<file path="config.mk">
export PLATFORM = sky130hd
export DESIGN_NAME = uart_rx_to_between_flat
export DESIGN_NICKNAME = d
export VERILOG_FILES = /design/src/rtl/uart_rx_to_between_pkg.sv /design/src/rtl/uart_rx_to_between_if.sv /design/src/rtl/uart_rx_to_between_rx_sync.sv /design/src/rtl/uart_rx_to_between.sv /design/src/flat_wrapper.sv
export SDC_FILE = /design/constraint.sdc
export NUM_CORES = 1
export LEC_CHECK = 0
export CORE_MARGIN = 8
export CORE_UTILIZATION = 62
export DETAILED_ROUTE_END_ITERATION = 12
export MAX_ROUTING_LAYER = met4
export PLACE_DENSITY = 0.85
export SLEW_MARGIN = 20
export SYNTH_ARGS = -nofsm -noshare
export SYNTH_HDL_FRONTEND = slang
export SYNTH_HIERARCHICAL = 1
export SYNTH_SLANG_ARGS = --single-unit
</file>
<file path="constraint.sdc">
create_clock -name clk -period 4.4 [get_ports clk]
set_input_delay 0.88 -clock clk [delete_from_list [all_inputs] [get_ports clk]]
set_output_delay 0.88 -clock clk [all_outputs]
set_load 0.01 [all_outputs]
</file>
<file path="src/rtl/uart_rx_to_between_pkg.sv">
// -----------------------------------------------------------------------------
// uart_rx_pkg
// Shared definitions for the UART receive front end feeding Between_to_FIFO.
//   - rx_state_t : receive FSM encodings (3-bit)
//   - hs_state_t : downstream four-phase handshake FSM encodings (2-bit)
//   - BYTE_W     : width of one UART data byte
//   - half_bit_last() : counter terminal value for the mid-start-bit check
// -----------------------------------------------------------------------------
package uart_rx_pkg;

    localparam int BYTE_W = 8;

    typedef enum logic [2:0] {
        R_IDLE  = 3'd0,
        R_START = 3'd1,
        R_DATA  = 3'd2,
        R_STOP  = 3'd3,
        R_BREAK = 3'd4
    } rx_state_t;

    typedef enum logic [1:0] {
        H_IDLE = 2'd0,
        H_SENT = 2'd1,
        H_DROP = 2'd2
    } hs_state_t;

    // The start bit is re-checked half a bit after the falling edge so that
    // every later sample lands near the centre of its bit cell. The counter
    // starts at zero, hence the -1.
    function automatic int half_bit_last(input int clks_per_bit);
        return (clks_per_bit / 2) - 1;
    endfunction

endpackage

</file>
<file path="src/rtl/uart_rx_to_between_if.sv">
// -----------------------------------------------------------------------------
// uart_rx_to_between_if
// Byte delivery bus between the UART receiver and the Between_to_FIFO stage.
//   t0..t7   : byte bits, t0 = byte[7] (MSB) ... t7 = byte[0] (LSB)
//   tsent    : request / byte valid, driven by the receiver
//   trecieve : acknowledge, driven by the downstream stage
// Four-phase protocol: tsent rises, trecieve rises, tsent falls, trecieve
// falls. t0..t7 stay stable from tsent rising until the sender is idle again.
// -----------------------------------------------------------------------------
interface uart_rx_to_between_if;

    logic t0;
    logic t1;
    logic t2;
    logic t3;
    logic t4;
    logic t5;
    logic t6;
    logic t7;
    logic tsent;
    logic trecieve;

    // Receiver side: drives the byte and the request.
    modport master (
        output t0, t1, t2, t3, t4, t5, t6, t7,
        output tsent,
        input  trecieve
    );

    // Downstream side: consumes the byte and acknowledges.
    modport slave (
        input  t0, t1, t2, t3, t4, t5, t6, t7,
        input  tsent,
        output trecieve
    );

endinterface

</file>
<file path="src/rtl/uart_rx_to_between_rx_sync.sv">
// -----------------------------------------------------------------------------
// rx_sync
// Two-flop synchroniser for asynchronous inputs. Both stages reset to RST_VAL
// so that an idle-high line such as a UART rx does not look like a start bit
// while reset is being released.
//   clk   : destination clock
//   reset : asynchronous, active-low
//   d     : asynchronous input(s)
//   q     : synchronised output, two clk cycles behind d
// -----------------------------------------------------------------------------
module rx_sync #(
    parameter int               WIDTH   = 1,
    parameter logic [WIDTH-1:0] RST_VAL = '1
) (
    input  logic             clk,
    input  logic             reset,
    input  logic [WIDTH-1:0] d,
    output logic [WIDTH-1:0] q
);

    logic [WIDTH-1:0] meta_reg;
    logic [WIDTH-1:0] sync_reg;

    always_ff @(posedge clk or negedge reset) begin
        if (!reset) begin
            meta_reg <= RST_VAL;
            sync_reg <= RST_VAL;
        end else begin
            meta_reg <= d;
            sync_reg <= meta_reg;
        end
    end

    assign q = sync_reg;

endmodule

</file>
<file path="src/rtl/uart_rx_to_between.sv">
// -----------------------------------------------------------------------------
// uart_rx_to_between
// 8N1 UART receiver that hands each received byte to the Between_to_FIFO stage
// over a tsent/trecieve four-phase handshake. A one-byte holding register sits
// between the receiver and the output register so that one complete frame can
// arrive while the previous byte is still being acknowledged.
//
// Ports
//   clk         : system clock, rising edge
//   reset       : asynchronous, active-low
//   rx          : UART serial line, asynchronous, idle high
//   enable      : receive enable; low forces the receiver to idle
//   clear_err   : synchronous clear of the sticky error flags
//   bus         : byte/handshake bus (master side: t0..t7, tsent; trecieve in)
//   framing_err : sticky, stop bit sampled low
//   overrun_err : sticky, a completed byte was dropped (holding register full)
//   busy        : receive FSM is not idle
//   byte_count  : bytes acknowledged downstream, wraps 255 -> 0
// -----------------------------------------------------------------------------
module uart_rx_to_between
    import uart_rx_pkg::*;
#(
    parameter int CLKS_PER_BIT = 434,
    parameter int CNT_W        = 16
) (
    input  logic                  clk,
    input  logic                  reset,
    input  logic                  rx,
    input  logic                  enable,
    input  logic                  clear_err,
    uart_rx_to_between_if.master  bus,
    output logic                  framing_err,
    output logic                  overrun_err,
    output logic                  busy,
    output logic [7:0]            byte_count
);

    localparam logic [CNT_W-1:0] HALF_LAST = CNT_W'(half_bit_last(CLKS_PER_BIT));
    localparam logic [CNT_W-1:0] BIT_LAST  = CNT_W'(CLKS_PER_BIT - 1);

    // -------------------------------------------------------------------------
    // rx synchroniser; everything below sees only rx_s.
    // -------------------------------------------------------------------------
    logic rx_s;

    rx_sync #(
        .WIDTH   (1),
        .RST_VAL (1'b1)
    ) u_rx_sync (
        .clk   (clk),
        .reset (reset),
        .d     (rx),
        .q     (rx_s)
    );

    // -------------------------------------------------------------------------
    // Receive FSM
    // -------------------------------------------------------------------------
    rx_state_t         rx_state_reg;
    logic [CNT_W-1:0]  cnt_reg;
    logic [2:0]        bit_idx_reg;
    logic [BYTE_W-1:0] shreg_reg;

    logic bit_end;
    logic stop_ok;
    logic stop_bad;

    assign bit_end  = (cnt_reg == BIT_LAST);
    // Stop-bit sample cycle outcomes. Gated by enable because dropping enable
    // aborts the frame without pushing a byte or flagging an error.
    assign stop_ok  = enable && (rx_state_reg == R_STOP) && bit_end &&  rx_s;
    assign stop_bad = enable && (rx_state_reg == R_STOP) && bit_end && !rx_s;

    always_ff @(posedge clk or negedge reset) begin
        if (!reset) begin
            rx_state_reg <= R_IDLE;
            cnt_reg      <= '0;
            bit_idx_reg  <= '0;
            shreg_reg    <= '0;
        end else if (!enable) begin
            rx_state_reg <= R_IDLE;
            cnt_reg      <= '0;
            bit_idx_reg  <= '0;
        end else begin
            case (rx_state_reg)
                R_IDLE: begin
                    if (!rx_s) begin
                        rx_state_reg <= R_START;
                        cnt_reg      <= '0;
                    end
                end

                R_START: begin
                    if (cnt_reg == HALF_LAST) begin
                        cnt_reg     <= '0;
                        bit_idx_reg <= '0;
                        // Line back high at mid start bit: it was a glitch.
                        rx_state_reg <= rx_s ? R_IDLE : R_DATA;
                    end else begin
                        cnt_reg <= cnt_reg + 1'b1;
                    end
                end

                R_DATA: begin
                    if (bit_end) begin
                        cnt_reg                <= '0;
                        shreg_reg[bit_idx_reg] <= rx_s;
                        if (bit_idx_reg == 3'd7) begin
                            rx_state_reg <= R_STOP;
                        end else begin
                            bit_idx_reg <= bit_idx_reg + 3'd1;
                        end
                    end else begin
                        cnt_reg <= cnt_reg + 1'b1;
                    end
                end

                R_STOP: begin
                    if (bit_end) begin
                        cnt_reg      <= '0;
                        rx_state_reg <= rx_s ? R_IDLE : R_BREAK;
                    end else begin
                        cnt_reg <= cnt_reg + 1'b1;
                    end
                end

                // A line held low (break) must return high before the next
                // falling edge can be taken as a start bit.
                R_BREAK: begin
                    if (rx_s) begin
                        rx_state_reg <= R_IDLE;
                    end
                end

                default: begin
                    rx_state_reg <= R_IDLE;
                    cnt_reg      <= '0;
                end
            endcase
        end
    end

    assign busy = (rx_state_reg != R_IDLE);

    // -------------------------------------------------------------------------
    // Holding register
    // -------------------------------------------------------------------------
    hs_state_t         hs_state_reg;
    logic [BYTE_W-1:0] hold_reg;
    logic              hold_valid_reg;

    logic pop;
    logic push_accept;
    logic overrun_set;

    // The handshake FSM takes the held byte whenever it is idle.
    assign pop         = (hs_state_reg == H_IDLE) && hold_valid_reg;
    // A same-cycle pop frees the slot, so the new byte can be accepted.
    assign push_accept = stop_ok && (!hold_valid_reg || pop);
    assign overrun_set = stop_ok &&  hold_valid_reg && !pop;

    always_ff @(posedge clk or negedge reset) begin
        if (!reset) begin
            hold_reg       <= '0;
            hold_valid_reg <= 1'b0;
        end else if (push_accept) begin
            hold_reg       <= shreg_reg;
            hold_valid_reg <= 1'b1;
        end else if (pop) begin
            hold_valid_reg <= 1'b0;
        end
    end

    // -------------------------------------------------------------------------
    // Handshake FSM (independent of enable so an outstanding byte completes)
    // -------------------------------------------------------------------------
    logic [BYTE_W-1:0] out_reg;
    logic              tsent_reg;
    logic [7:0]        byte_count_reg;

    always_ff @(posedge clk or negedge reset) begin
        if (!reset) begin
            hs_state_reg   <= H_IDLE;
            out_reg        <= '0;
            tsent_reg      <= 1'b0;
            byte_count_reg <= '0;
        end else begin
            case (hs_state_reg)
                H_IDLE: begin
                    if (hold_valid_reg) begin
                        out_reg      <= hold_reg;
                        tsent_reg    <= 1'b1;
                        hs_state_reg <= H_SENT;
                    end
                end

                H_SENT: begin
                    if (bus.trecieve) begin
                        tsent_reg      <= 1'b0;
                        byte_count_reg <= byte_count_reg + 8'd1;
                        hs_state_reg   <= H_DROP;
                    end
                end

                // Wait for the acknowledge to fall before offering the next
                // byte; out_reg is held untouched until then.
                H_DROP: begin
                    if (!bus.trecieve) begin
                        hs_state_reg <= H_IDLE;
                    end
                end

                default: begin
                    hs_state_reg <= H_IDLE;
                    tsent_reg    <= 1'b0;
                end
            endcase
        end
    end

    // t0 carries the MSB, t7 the LSB.
    assign bus.t0    = out_reg[7];
    assign bus.t1    = out_reg[6];
    assign bus.t2    = out_reg[5];
    assign bus.t3    = out_reg[4];
    assign bus.t4    = out_reg[3];
    assign bus.t5    = out_reg[2];
    assign bus.t6    = out_reg[1];
    assign bus.t7    = out_reg[0];
    assign bus.tsent = tsent_reg;

    assign byte_count = byte_count_reg;

    // -------------------------------------------------------------------------
    // Sticky error flags; a set in the same cycle as clear_err wins.
    // -------------------------------------------------------------------------
    logic framing_err_reg;
    logic overrun_err_reg;

    always_ff @(posedge clk or negedge reset) begin
        if (!reset) begin
            framing_err_reg <= 1'b0;
            overrun_err_reg <= 1'b0;
        end else begin
            if (stop_bad) begin
                framing_err_reg <= 1'b1;
            end else if (clear_err) begin
                framing_err_reg <= 1'b0;
            end

            if (overrun_set) begin
                overrun_err_reg <= 1'b1;
            end else if (clear_err) begin
                overrun_err_reg <= 1'b0;
            end
        end
    end

    assign framing_err = framing_err_reg;
    assign overrun_err = overrun_err_reg;

endmodule

</file>
<file path="src/flat_wrapper.sv">
// flat-port wrapper written by rule: the top's interface ports become plain ports
module uart_rx_to_between_flat import uart_rx_pkg::*;
#(
    parameter int CLKS_PER_BIT = 434,
    parameter int CNT_W        = 16
)
  (clk, reset, rx, enable, clear_err, framing_err, overrun_err, busy, byte_count, bus_t0, bus_t1, bus_t2, bus_t3, bus_t4, bus_t5, bus_t6, bus_t7, bus_tsent, bus_trecieve);
  uart_rx_to_between_if bus_i ();
  input  logic clk;
  input  logic reset;
  input  logic rx;
  input  logic enable;
  input  logic clear_err;
  output logic framing_err;
  output logic overrun_err;
  output logic busy;
  output logic [7:0] byte_count;
  output wire logic [$bits(bus_i.t0)-1:0] bus_t0;
  output wire logic [$bits(bus_i.t1)-1:0] bus_t1;
  output wire logic [$bits(bus_i.t2)-1:0] bus_t2;
  output wire logic [$bits(bus_i.t3)-1:0] bus_t3;
  output wire logic [$bits(bus_i.t4)-1:0] bus_t4;
  output wire logic [$bits(bus_i.t5)-1:0] bus_t5;
  output wire logic [$bits(bus_i.t6)-1:0] bus_t6;
  output wire logic [$bits(bus_i.t7)-1:0] bus_t7;
  output wire logic [$bits(bus_i.tsent)-1:0] bus_tsent;
  input wire logic [$bits(bus_i.trecieve)-1:0] bus_trecieve;
  assign bus_t0 = bus_i.t0;
  assign bus_t1 = bus_i.t1;
  assign bus_t2 = bus_i.t2;
  assign bus_t3 = bus_i.t3;
  assign bus_t4 = bus_i.t4;
  assign bus_t5 = bus_i.t5;
  assign bus_t6 = bus_i.t6;
  assign bus_t7 = bus_i.t7;
  assign bus_tsent = bus_i.tsent;
  assign bus_i.trecieve = bus_trecieve;
  uart_rx_to_between #(.CLKS_PER_BIT(CLKS_PER_BIT), .CNT_W(CNT_W)) u_core (.clk(clk), .reset(reset), .rx(rx), .enable(enable), .clear_err(clear_err), .bus(bus_i), .framing_err(framing_err), .overrun_err(overrun_err), .busy(busy), .byte_count(byte_count));
endmodule
</file>
After elaboration in Yosys (flattened, before gate mapping)
Cells that the tools add are included.

Bits of input ports: 6. Register bits after elaboration: 62.

Equality and inequality tests: 21. Order comparisons: 2. Bitwise operators: 1. Mux-type cells: 35. $add $sub $neg: 3. Reduce and logical (&&, ||, !) cells: 28.

Operators by type and width (number): 16-bit 2-to-1 mux (4); 16-bit case mux with 4 select lines (1); 3-bit 2-to-1 mux (12); 16-bit by 1-bit adder with 16-bit output (second input constant) (1); 16-bit by 8-bit equality test with 1-bit output (second input constant) (1); 16-bit by 9-bit equality test with 1-bit output (second input constant) (1); 3-bit case mux with 5 select lines (1); 3-bit by 2-bit inequality test with 1-bit output (second input constant) (4); 1-bit logical AND (9); 3-bit inequality test (second input constant) (3); 3-bit AND reduction (3); 8-bit by 1-bit adder with 8-bit output (second input constant) (1); 8-bit bitwise mux (1); 1-bit 2-to-1 mux (8); 2-bit 2-to-1 mux (4); 3-bit by 2-bit equality test with 1-bit output (second input constant) (2); 3-bit equality test (second input constant) (2); 2-bit inequality test (second input constant) (3); 2-bit case mux with 3 select lines (1); 3-bit case mux with 2 select lines (1); 2-bit AND reduction (3); 6-bit AND reduction (1); 2-bit nonzero test (3); 3-bit by 4-bit less-than comparator with 1-bit output (second input constant) (1); 17 further kinds (19).

Logic depth before layout (Yosys ltp)
Gate-level depths: netlist of the first run.

Word-level depth: 7. Mapped depth: 8. Depth with buffers taken out: 7.

Cells and area by module
Netlist of the first run, hierarchy kept.

Modules (own cells, without submodules): uart_rx_to_between (cells an instance 300, area each 3040.4 um^2, times used 1, seq. area each 1501.4 um^2); rx_sync (cells an instance 2, area each 52.6 um^2, times used 1, seq. area each 52.6 um^2).

Least setup slack after synthesis of the first run
OpenSTA, ideal clock, no wires.

Path type: input to register. From: input port enable. To: register u_core.hold_reg[0]. Path buffers: 1. Library setup time: 125 ps. Path slack: 2120 ps. Required time: 4275 ps. Cell stages on the path: 6. Arrival: 2155 ps. Cells stage by stage: nor2b_1 > and4_1 > nand4_1 > nor2b_1 > buf_2 > mux2_2.

Longest elaborated chain between the ends: 4.

RTL lines: start: declaration (RTL line flat_wrapper.sv:12) `input logic enable;`; 1-bit logical AND (3 in series) (RTL line uart_rx_to_between.sv:71) `assign stop_ok = enable && (rx_state_reg == R_STOP) && bit_end && rx_s;`; 1-bit logical AND (RTL line uart_rx_to_between.sv:159) `assign push_accept = stop_ok && (!hold_valid_reg || pop);`; end signal: assignment (RTL line uart_rx_to_between.sv:167) `hold_reg <= shreg_reg;`; end: declaration (RTL line uart_rx_to_between.sv:149) `logic [BYTE_W-1:0] hold_reg;`.

Every way passes these cells. A chain may end at the register's enable or synchronous reset.

Final worst setup path of the first run
From: input port enable. To: register u_core.hold_reg[3].

The elaborated chain is that of the path after synthesis.

==> results by group, run 1 <==
Outcome
  • Status: complete, no violations

Pwr
  • Clk pwr share: 43.1%
  • Pint: 1060 uW
  • NetSw: 360 uW
  • Worst VDD drop: 0.238 mV
  • Part of the power in registers: 45.8%
  • Leak: 0.00163 uW
  • Sw frac: 25.3%
  • PD cells: 391 nW/um^2
  • Comb power frac: 11.1%

Job
  • # Max-Cap Violations: 0

Routing
  • Routed Antenna Nets: 0
  • Mean routed wirelength per cell: 17.0 um
  • Via count: 2408
  • DR iter-0 viols: 263
  • Total Wirelength: 6.79 mm
  • TritonRoute pass-1 iters: 5
  • Post-DR vias/cell: 6.04
  • Residual DRC: 0

Worst setup path
  • Worst setup path endpoint: u_core/hold_reg[3]$_DFFE_PN0P_
  • Slowest cell on the critical path: nor2b_1
  • CP Class: primary input to flop
  • Reg2reg start: u_core/cnt_reg[11]$_DFFE_PN0P_
  • Slack of the worst reg-to-reg path: 1.73 ns
  • Worst setup EP type: flop
  • Crit path max fanout: 8
  • Stages on worst setup path: 6
  • Crit path max-delay family: simple AND/OR/NAND/NOR gates
  • Crit path cell chain: clkdlybuf4s50_1, nor2b_1, and4_1, nand4_1, nor2b_1, mux2_2
  • CP bufs+invs: 1
  • CP max stage delay: 0.68 ns
  • Startpoint types: primary input
  • Worst Reg2Reg Path Length in Cells: 6
  • Reg2reg end: u_core/cnt_reg[11]$_DFFE_PN0P_
  • CP dominant cell by count: nor2b_1
  • Critical path required time: 4.62 ns
  • Origin of the worst setup path: enable
  • Data arrival, critical path: 3.36 ns

Floorplan
  • Initial Util: 65.1%
  • FP Rows: 25
  • Core Box Area: 4750 um^2
  • Die area: 7500 um^2
  • Ports: 26
  • Die height: 86.6 um
  • Die width: 86.6 um

Clocking
  • Total CTS buffers: 9
  • H-tree depth: 3
  • Clock insertion delay at the later pin of the skew report: 0.33 ns
  • Clk root buf: clkbuf_8
  • TritonCTS clock tree: built
  • CTS Sinks: 62
  • Setup repair bufs after CTS: 0
  • CTS clk-pin slew, worst paths: 0.07 ns
  • Worst-case clock buffer depth: 2
  • Hold Buf Count CTS: 0
  • Post-CTS Resized: 0

Finish
  • Fill count: 336
  • Util after Layout: 76.4%
  • Final net count: 339
  • Area Growth Syn to Fin: 17.5%
  • Layout cells sized above 1: 16.9%
  • Antenna cells: 0
  • Max reg flops: 16
  • Post-route insts no fill: 399

Synthesis
  • Share of the synthesized area in the top cell type: 48.5%
  • Sequential fraction of the synthesis area: 50.2%
  • Yosys warns: 6
  • Number of synthesized flops with an enable pin: 0
  • Synth Instances: 302
  • Synthesized area per cell: 10.2 um^2
  • Top_reg_cell synth: dfrtp_1
  • Post-Syn Area: 3090 um^2
  • Synth cell types: 42
  • Largest cells by area after synthesis: dfrtp_1 (49%), mux2_2 (9.5%), nand2_1 (4.7%)
  • FFs w/ async S/R, synth: 100%
  • Cell taking the most area after synthesis: dfrtp_1
  • Syn_nets: 314
  • Seq cells post-synth: 62

Timing
  • Crit path time final: 3.15 ns
  • Pins Over Slew Limit: 0
  • Fin crit share: 71.6%
  • Worst Tran Pin Value: 0.864 ns
  • Worst setup margin: 1.25 ns
  • Final hold vios: 0
  • Skew final: 0.00601 ns
  • Fmax: 318 MHz
  • # setup viols final: 0
  • Slew HR: 42.2%
  • RSZ-0062 raised after global routing: no
  • Total negative slack: 0 ns

GRT
  • Vias in the first global route: 2421
  • Largest net degree at the start of global routing: 40
  • First-pass GRT wire length: 11.4 mm
  • Total GRT Usage: 19.6%
  • Gr ovfl total: 0
  • Initial antenna violation count: 0

Hold path
  • Hold path depth: 0
  • Min-delay src: u_core/u_rx_sync/meta_reg$_DFF_PN1_
  • Hold WC Path Type: flop to flop

Place
  • Port buffer count: 25
  • Final GP Congestion: 0.877
  • Dpl cells: 383
  • DP HPWL: 4.55 mm
  • Pre-CTS setup slack: 0.950 ns
[power groups by stage]
stage / registers, uW / logic [uW] / clock network [uW]
final: 651 / 158 / 612
after global routing: 656 / 175 / 645
after CTS: 650 / 160 / 623
after detailed placement: 659 / 158 / 0
after global placement: 655 / 150 / 0
after floorplan: 652 / 78.1 / 0
[how the worst min path moves through the flow]
stage	end	slack, ns
after floorplan	u_core/u_rx_sync/q$_DFF_PN1_	0.35
after global placement	u_core/u_rx_sync/q$_DFF_PN1_	0.35
after detailed placement	u_core/u_rx_sync/q$_DFF_PN1_	0.35
after CTS	u_core/u_rx_sync/q$_DFF_PN1_	0.36
after global routing	u_core/u_rx_sync/q$_DFF_PN1_	0.36
final	u_core/u_rx_sync/q$_DFF_PN1_	0.36
[logic make-up after synthesis]
family	after synthesis	synth area share (%)
adders and majority gates	6	2.43
muxes	26	9.47
AOI/OAI and AO/OA	47	9.95
and+or+nand+nor	129	22.5
DFF	62	50.2
xor gates and xnor gates	8	2.27
buffers and inverters	24	3.11
[cell type report]
type	instances	area, um^2	share of cell area (%)
Clock inverter	7	121	3.34
Timing Repair Buffer	29	275	7.57
Inverter	9	33.8	0.929
Multi-Input combinational cell	216	1440	39.7
Sequential cell	62	1550	42.8
Tap cell	67	83.8	2.31
Clock buffer	9	124	3.41
[cell usage after synthesis, types with 2 or more instances]
library cell	instances
nand2_1	39
o22ai_1	5
and4_1	3
and3_1	8
o21a_1	3
nand3_1	13
or2_2	3
ha_1	6
nor3b_1	5
o211ai_1	12
nand4_1	8
and2_1	6
nor4_1	2
nand3b_1	3
clkbuf_1	10
o21ai_0	18
dfstp_2	2
dfrtp_1	60
mux2_2	26
nor3_1	6
xnor2_1	5
inv_1	9
nor2b_1	4
a31oi_1	2
buf_2	5
xor2_1	3
nor2_1	21
[cells in the final DEF, fill, tap and decap left out, types with 6 or more instances in the layout]
cell type / synthesis / final
and3_1: 8 / 8
ha_1: 6 / 6
o21ai_0: 18 / 18
nor2_1: 21 / 21
clkbuf_8: 0 / 9
inv_1: 9 / 9
o211ai_1: 12 / 12
nand2_1: 39 / 39
and2_1: 6 / 6
nor3_1: 6 / 6
clkdlybuf4s50_1: 0 / 24
dfrtp_1: 60 / 60
nand3_1: 13 / 13
nand4_1: 8 / 8
mux2_2: 26 / 26
[through the flow]
step           total power (uW)  hold slack, ns  instance area, um^2
6_report                   1420           0.357                 3630
3_5_place_dp                817           0.350                 3390
3_3_place_gp                805           0.348                 3390
2_1_floorplan               730           0.345                 3090
5_1_grt                    1470           0.364                 3630
4_1_cts                    1430           0.359                 3630
[worst reg2reg max path: cells and delay by family (launching register included)]
family	cells	cell delay, ns
AO/OA/AOI/OAI	2	0.35
buffers and inverters	1	0.24
flip-flops	1	0.44
AND/OR/NAND/NOR	3	1.49
[metal layers]
layer,track usage (%),up-vias,share of wire [%]
li1,-,1127,-
met5,-,-,0
met2,31.5,100,49
met1,23.8,1171,43
met3,3.78,10,6.2
met4,7.82,0,1.4
Power figures use the tool's default switching activity.
==> run 2: changes to the inputs <==
CORE_UTILIZATION = 52   (was 62)
PLACE_DENSITY = 0.76   (was 0.85)
clock period = 2.8 ns   (was 4.4 ns; I/O delays follow)
==> results by group, run 2 (synthesized netlist as in run 1, its figures left out) <==
Outcome
  • Status: complete, no violations (unchanged)

GRT
  • First-pass GRT wire length: 10.8 mm (was 11.4 mm)
  • Total GRT Usage: 16.1% (was 19.6%)
  • Vias in the first global route: 2257 (was 2421)
  • Largest net degree at the start of global routing: 63 (was 40)
  • Gr ovfl total: 0 (unchanged)
  • Initial antenna violation count: 0 (unchanged)

Timing
  • Final hold vios: 0 (unchanged)
  • Slew HR: 37.4% (was 42.2%)
  • Worst Tran Pin Value: 0.936 ns (was 0.864 ns)
  • # setup viols final: 0 (unchanged)
  • Crit path time final: 2.51 ns
  • RSZ-0062 raised after global routing: no (unchanged)
  • Fin crit share: 89.7%
  • Total negative slack: 0 ns (unchanged)
  • Skew final: 0.00788 ns (was 0.00601 ns)
  • Fmax: 398 MHz
  • Pins Over Slew Limit: 0 (unchanged)

Floorplan
  • Die area: 8670 um^2 (was 7500 um^2)
  • Core Box Area: 5850 um^2 (was 4750 um^2)
  • FP Rows: 28 (was 25)
  • Die height: 93.1 um (was 86.6 um)
  • Die width: 93.1 um (was 86.6 um)
  • Initial Util: 52.9% (was 65.1%)
  • Ports: 26 (unchanged)

Clocking
  • CTS clk-pin slew, worst paths: 0.07 ns (about the same)
  • Clk root buf: clkbuf_8 (unchanged)
  • Hold Buf Count CTS: 0 (unchanged)
  • TritonCTS clock tree: built (unchanged)
  • CTS Sinks: 62 (unchanged)
  • Total CTS buffers: 9 (unchanged)
  • H-tree depth: 3 (unchanged)
  • Setup repair bufs after CTS: 0 (unchanged)
  • Post-CTS Resized: 0 (unchanged)
  • Worst-case clock buffer depth: 2 (unchanged)
  • Clock insertion delay at the later pin of the skew report: 0.34 ns (was 0.33 ns)

Routing
  • Total Wirelength: 6.27 mm (was 6.79 mm)
  • Post-DR vias/cell: 5.69 (was 6.04)
  • Mean routed wirelength per cell: 15.3 um (was 17.0 um)
  • Residual DRC: 0 (unchanged)
  • DR iter-0 viols: 140 (was 263)
  • Via count: 2339 (was 2408)
  • TritonRoute pass-1 iters: 4 (was 5)
  • Routed Antenna Nets: 0 (unchanged)

Worst setup path
  • Slowest cell on the critical path: nor2_1 (was nor2b_1)
  • Critical path required time: 2.97 ns (was 4.62 ns)
  • CP bufs+invs: 0 (was 1)
  • Startpoint types: flop (was primary input)
  • Data arrival, critical path: 2.68 ns (was 3.36 ns)
  • Crit path max fanout: 12 (was 8)
  • Crit path max-delay family: simple AND/OR/NAND/NOR gates (unchanged)
  • CP Class: flop to flop (was primary input to flop)
  • CP max stage delay: 0.73 ns (was 0.68 ns)
  • Crit path cell chain: or4_4, nor3_4, a31oi_1, nor2_1, o211ai_1 (was clkdlybuf4s50_1, nor2b_1, and4_1, nand4_1, nor2b_1, mux2_2)
  • Worst setup EP type: flop (unchanged)

Pwr
  • Part of the power in registers: 52.1% (was 45.8%)
  • NetSw: 553 uW (was 360 uW)
  • Sw frac: 28.4% (was 25.3%)
  • PD cells: 539 nW/um^2 (was 391 nW/um^2)
  • Comb power frac: 12.7% (was 11.1%)
  • Pint: 1400 uW (was 1060 uW)
  • Worst VDD drop: 0.396 mV (was 0.238 mV)
  • Clk pwr share: 35.2% (was 43.1%)
  • Overall power: 1950 uW (was 1420 uW)
  • Leak: 0.00162 uW (was 0.00163 uW)

Finish
  • Fill count: 480 (was 336)
  • Antenna cells: 0 (unchanged)
  • Area Growth Syn to Fin: 16.9% (was 17.5%)
  • Layout cells sized above 1: 17.9% (was 16.9%)
  • Post-route cell area: 3610 um^2 (was 3630 um^2)
  • Most frequent cells in the layout: dfrtp_1 (60), nand2_1 (39), mux2_2 (26) (unchanged)
  • Max reg flops: 16 (unchanged)
  • Final net count: 343 (was 339)
  • Commonest non-fill, non-tap cell in the layout: dfrtp_1 (unchanged)

Hold path
  • Hold WC Path Type: primary input to async pin (was flop to flop)

Job
  • # Max-Cap Violations: 0 (unchanged)

Place
  • Port buffer count: 25 (unchanged)
  • Final GP Congestion: 0.883 (was 0.877)
  • Post-DP Area: 3440 um^2 (was 3390 um^2)
  • DP HPWL: 4.30 mm (was 4.55 mm)
run 2: per-layer routing:
metal  up-vias  wire length [um]  GRT usage (%)
met5         -                 0              -
met4         0                90           6.85
met3         8               355           4.57
met2        51              2780           23.3
met1      1146              3050           20.8
li1       1134                 -              -
run 2: area by class of cell:
class,instances,area (um^2),share of cell area (%)
multi-input combinational,216,1440,39.9
clock buffer,9,124,3.43
tap,75,93.8,2.60
clock inverter,7,48.8,1.35
sequential,62,1550,43.0
inverter,9,33.8,0.935
timing repair buffer,33,318,8.79
run 2: power groups by stage:
stage	combinational [uW]	sequential (uW)	clock, uW
after floorplan	123	1020	0
after global placement	244	1030	0
after detailed placement	250	1030	0
after CTS	253	1020	711
after global routing	277	1030	752
final	248	1020	685
run 2: worst register-to-register path, delay by kind of cell (launching register included):
kind / cells / cell delay, ns
AND/OR/NAND/NOR: 3 / 1.55
AO/OA/AOI/OAI: 2 / 0.36
flip-flops: 1 / 0.44
run 2: worst paths after layout:
path	startpoint	to	slack (ns)	cells after the start
max in group asynchronous	reset	u_core/u_rx_sync/meta_reg$_DFF_PN1_	2.27	2
min reg2reg	u_core/u_rx_sync/meta_reg$_DFF_PN1_	u_core/u_rx_sync/q$_DFF_PN1_	0.36	0
min in group clk	u_core/u_rx_sync/meta_reg$_DFF_PN1_	u_core/u_rx_sync/q$_DFF_PN1_	0.36	0
max reg2reg	u_core/cnt_reg[11]$_DFFE_PN0P_	u_core/cnt_reg[15]$_DFFE_PN0P_	0.29	5
min	reset	u_core/byte_count[4]$_DFFE_PN0P_	0.21	2
max	u_core/cnt_reg[11]$_DFFE_PN0P_	u_core/cnt_reg[15]$_DFFE_PN0P_	0.29	5
run 2: metrics by stage:
stage                     setup slack (ns)  std cells  hold slack, ns  util, %
after global placement               0.258        395           0.347     58.8
after global routing                 0.107        411           0.239     61.8
after CTS                            0.339        411           0.225     61.8
after floorplan                      0.612        302           0.264        -
after detailed placement             0.167        395           0.347     58.8
final                                0.290        411           0.206     61.8
